### config.mk
export PLATFORM = sky130hd
export DESIGN_NAME = sine_filt
export DESIGN_NICKNAME = d
export VERILOG_FILES = /design/src/rtl/sine_filt.sv
export SDC_FILE = /design/constraint.sdc
export NUM_CORES = 2
export LEC_CHECK = 0
export BUFFER_PORTS_ARGS = -buffer_cell sky130_fd_sc_hd__buf_2
export CORE_ASPECT_RATIO = 1.5
export CORE_MARGIN = 3
export CORE_UTILIZATION = 55
export CTS_CLUSTER_SIZE = 8
export DETAILED_ROUTE_END_ITERATION = 8
export MAX_ROUTING_LAYER = met4
export PLACE_DENSITY = 0.74
export SLEW_MARGIN = 20
export SYNTH_ARGS = -nofsm -noshare
export SYNTH_HDL_FRONTEND = slang
export SYNTH_SLANG_ARGS = --single-unit
### constraint.sdc
create_clock -name clk -period 4.48 [get_ports clk]
set_input_delay 0.224 -clock clk [delete_from_list [all_inputs] [get_ports clk]]
set_output_delay 0.224 -clock clk [all_outputs]
set_load 0.02 [all_outputs]
### src/rtl/sine_filt.sv
// 21-tap symmetric low-pass FIR for 1s17 samples: delay line, pre-add, multiply, sum, output (latency 4).
// Define SINE_FILT_ROUND_EN to round half-up at the output instead of truncating.
module sine_filt #(
    parameter int NTAPS = 21,
    parameter int ACC_W = 40
) (
    input  logic               clk,
    input  logic               reset,
    input  logic signed [17:0] x_in,
    output logic signed [17:0] y
);

    localparam int NHALF = (NTAPS + 1) / 2;
    localparam int CTR   = NTAPS / 2;
    localparam logic signed [ACC_W-1:0] RND_BIAS = ACC_W'(18'sd65536);

    // Coefficient ramp 1024*(k+1) up to the center tap; mirrored half reuses it via the pre-add.
    function automatic logic signed [17:0] coef(input int k);
        return 18'(32'sd1024 * (k + 32'sd1));
    endfunction

    logic signed [17:0]      tap_r  [NTAPS];
    logic signed [18:0]      pre_r  [NHALF];
    logic signed [36:0]      prod_r [NHALF];
    logic signed [ACC_W-1:0] sum_r;
    logic signed [ACC_W-1:0] sum_s;
    logic signed [ACC_W-1:0] out_s;
    logic                    unused_s;

    // Sample delay line.
    always_ff @(posedge clk) begin
        if (!reset) begin
            for (int i = 0; i < NTAPS; i++) tap_r[i] <= '0;
        end else begin
            tap_r[0] <= x_in;
            for (int i = 1; i < NTAPS; i++) tap_r[i] <= tap_r[i-1];
        end
    end

    // Fold symmetric taps; the 19-bit sum holds two most-negative samples without wrap.
    always_ff @(posedge clk) begin
        if (!reset) begin
            for (int k = 0; k < NHALF; k++) pre_r[k] <= '0;
        end else begin
            for (int k = 0; k < CTR; k++)
                pre_r[k] <= {tap_r[k][17], tap_r[k]} + {tap_r[NTAPS-1-k][17], tap_r[NTAPS-1-k]};
            pre_r[CTR] <= {tap_r[CTR][17], tap_r[CTR]};
        end
    end

    // Constant-coefficient multipliers.
    always_ff @(posedge clk) begin
        if (!reset) begin
            for (int k = 0; k < NHALF; k++) prod_r[k] <= '0;
        end else begin
            for (int k = 0; k < NHALF; k++) prod_r[k] <= 37'(pre_r[k]) * 37'(coef(k));
        end
    end

    // Adder tree over the sign-extended products.
    always_comb begin
        sum_s = '0;
        for (int k = 0; k < NHALF; k++) sum_s = sum_s + ACC_W'(prod_r[k]);
    end

    // Accumulator register.
    always_ff @(posedge clk) begin
        if (!reset) begin
            sum_r <= '0;
        end else begin
            sum_r <= sum_s;
        end
    end

    // Output quantisation: coefficient sum is below 2^17, so bits above 34 are pure sign.
    always_comb begin
`ifdef SINE_FILT_ROUND_EN
        out_s = sum_r + RND_BIAS;
`else
        out_s = sum_r;
`endif
    end

    assign unused_s = ^{out_s[ACC_W-1:35], out_s[16:0], RND_BIAS};

    // Registered output sample.
    always_ff @(posedge clk) begin
        if (!reset) begin
            y <= '0;
        end else begin
            y <= out_s[34:17];
        end
    end

endmodule

==> results.txt <==
Die Ht: 348.4 microns
# rows: 124
Synth top area share: 0.3911
Post-synth EDFFs: 0
min cycle time layout: 4.922 ns
port bufs: 37
Max Freq: 0.2032 GHz
total power: 15.56 mW
final hold vios: 0
Synth Flop Type: dfxtp_1
CTS tree: done
IO Pins: 38
# Max-Cap Violations: 0
Setup crit end: out_s[32]
Hold Slack: 0.2963 ns
crit path max fanout: 3
synthesized net count: 5,083
initial antenna violation count: 1
Routed Antenna Nets: 0
Initial Util: 0.5598
crit path launch: prod_r[3][6]
Worst Skew: 0.03437 ns
first-pass GRT wire length: 156.8 mm
total gr overflow: 0
fin cells: 5,506
Mapped Cells: 4,361
core area: 76,800 sq um
area delta synth->final: 11.49%
Worst R2R Setup Slack: -0.44 ns
asr flop ratio synth: 0
per-cell routed wire length: 18.15 microns
Synth area leaders: dfxtp_1, ha_1, fa_1
Critical Path End Type: flop
power density cells: 324.7 nW/um^2
largest net degree at the start of global routing: 226
Setup Viol. Count Final: 16
CTS Buf Count: 114
clk root buf: clkbuf_16
layout cells sized above 1: 0.06604
Mapped Avg Cell Area: 9.858 sq um
WL final: 99.94 mm
post-synthesis sequential area ratio: 0.3911
crit path kind: flop to flop
via count of the routed design: 28.99k
Seq pwr share: 0.488
Worst IR Drop VDD: 0.2728 mV
period utilization: 1.099
Arrival @ worst endpoint: 5.49 ns
Sink Count: 840
Reg2Reg Capture Point: out_s[32]
violated checks: setup timing
HPWL Detailed: 76.84 mm
data required time at the worst endpoint: 5.04 ns
P_int: 12.23 mW
Yosys top cell by area: dfxtp_1
final worst slack: -0.4416 ns
top-count cell post-synth: dfxtp_1
Die W: 234.3 microns
combinational power share: 0.029
die area: 81,630 sq um
status: finished with violations
Clock Latency Late Sink: 0.69 ns
vias in the first global route: 29.71k
H-tree Lvls: 3
nets@finish: 5,215
sw frac: 0.2141
RSZ-0062 raised after global routing: yes
Ys Warns: 0
Total Routing Usage GR: 0.2543
Finished Core Util: 0.6241
sw power: 3.333 mW
Max-slew headroom: 0.3782
DR pass1 iterations: 5
Routability Congestion: 0.9197
pin slew with the least headroom to its limit: 0.9328 ns
Worst-path clk slew: 0.05 ns
commonest cells in the netlist: dfxtp_1, and2_1, inv_1, ha_1, nor2_1
Pleak: 22.68 nW
worst hold path type: input port to flop
1st-iter DRT viols: 1,415
Netlist Area Pre-Place: 42,990 sq um
clk buf depth: 3
via/cell ratio: 5.265
worst reg2reg startpoint: prod_r[3][6]
Post-route DRC: 0
Worst Setup Start Kind: flop
Worst Reg-to-Reg Cells: 19
Slew Limit Fails: 0
# placed instances: 5,359
post-synthesis cell type count: 83
clock network fraction of design power: 0.482
number of synthesized register bits: 840
## power groups by stage
stage	registers, mW	logic [mW]	clock network [mW]
global route	7.60	0.507	7.96
finish	7.60	0.453	7.51
detailed placement	7.75	0.434	0
global placement	7.75	0.426	0
floorplan	7.73	0.294	0
CTS	7.60	0.457	7.67
## how the worst min path moves through the flow
stage / from / to / slack, ns / depth (start not counted)
final: x_in[5] / tap_r[0][5] / 0.30 / 3
after global routing: x_in[9] / tap_r[0][9] / 0.29 / 3
after CTS: x_in[13] / tap_r[0][13] / 0.25 / 3
after detailed placement: pre_r[0][27] / prod_r[0][36] / 0.42 / 1
after global placement: tap_r[10][11] / tap_r[11][11] / 0.41 / 1
after floorplan: x_in[0] / tap_r[0][0] / 0.35 / 1
## per-stage QoR
| stage | setup WS [ns] | cell area, sq um | TNS (ns) |
|---|---|---|---|
| after global placement | -0.4366 | 44540 | -4.061 |
| after global routing | -0.6230 | 47930 | -6.993 |
| after floorplan | -0.1021 | 43030 | -0.2703 |
| final | -0.4416 | 47930 | -4.587 |
| after detailed placement | -0.4796 | 44540 | -4.478 |
| after CTS | -0.4340 | 47820 | -4.038 |
## registers in the layout, indices dropped and copies added (netlist names)
register / cells
y: 18
prod_r: 237
out_s: 18
pre_r: 191
tap_r: 376
## metal layers
metal	vias up	wire, microns	share of wire	track usage
li1	14440	-	-	-
met1	13780	39250	0.39	0.2779
met2	524	51470	0.51	0.4449
met3	250	2949	0.030	0.02923
met4	0	6269	0.063	0.1453
met5	-	0	0	-
## cells by family after synthesis
| kind of cell | count (synthesis) | synth area share |
|---|---|---|
| AOI/OAI and AO/OA | 600 | 0.09007 |
| xor gates and xnor gates | 239 | 0.04869 |
| adders and majority gates | 702 | 0.2471 |
| buffers and inverters | 583 | 0.05093 |
| DFF | 840 | 0.3911 |
| muxes | 13 | 0.003056 |
| and+or+nand+nor | 1384 | 0.1690 |
## cell type report
cell class / instances / area, sq um
fillers: 6308 / 28870
multi-input cells: 2938 / 24190
flip-flops and latches: 840 / 16820
clock buffers: 116 / 2903
inverters: 488 / 1839
well taps: 1008 / 1261
repair buffers: 111 / 854.6
clock inverters: 4 / 67.56
diodes: 1 / 2.502
## what timing repair did
item | 4_1_cts | 5_1_grt
endpoints found under the setup margin | 17 | 17
pin swaps | 21 | 8
hold endpoints to repair | 25 | 0
buffers inserted | 4 | 6
gates resized for setup | 20 | 19
hold buffers | 19 | 0
## critical path, stage by stage (launching register included)
cell      delay [ns]
dfxtp_2         0.31
inv_2           0.03
fa_1            0.54
inv_2           0.04
fa_1            0.57
fa_1            0.43
fa_1            0.48
fa_1            0.55
ha_4            0.22
nand3_1         0.13
o211ai_4        0.12
o311ai_4        0.31
buf_12          0.17
o21ai_4         0.06
a211oi_4        0.25
buf_4           0.15
nor2_2          0.04
a21oi_2         0.15
xnor2_1         0.09
and2_1          0.15
## cell usage in the layout, fill, tap and decap left out, types with 13 or more instances in the layout
master,instances
a211oi_1,16
a21o_1,47
a21oi_1,189
a41oi_1,15
and2_1,502
and3_1,26
buf_2,36
buf_4,47
clkbuf_16,116
dfxtp_1,838
dlygate4sd3_1,19
fa_1,245
ha_1,453
inv_1,482
nand2_1,130
nand2b_1,59
nand3_1,31
nor2_1,390
nor2b_1,59
nor3_1,91
nor3b_1,15
nor4_1,13
o21a_1,34
o21ai_0,112
o21ai_1,40
o21bai_1,22
or3_1,23
xnor2_1,116
xor2_1,119
Power figures use the tool's default switching activity.
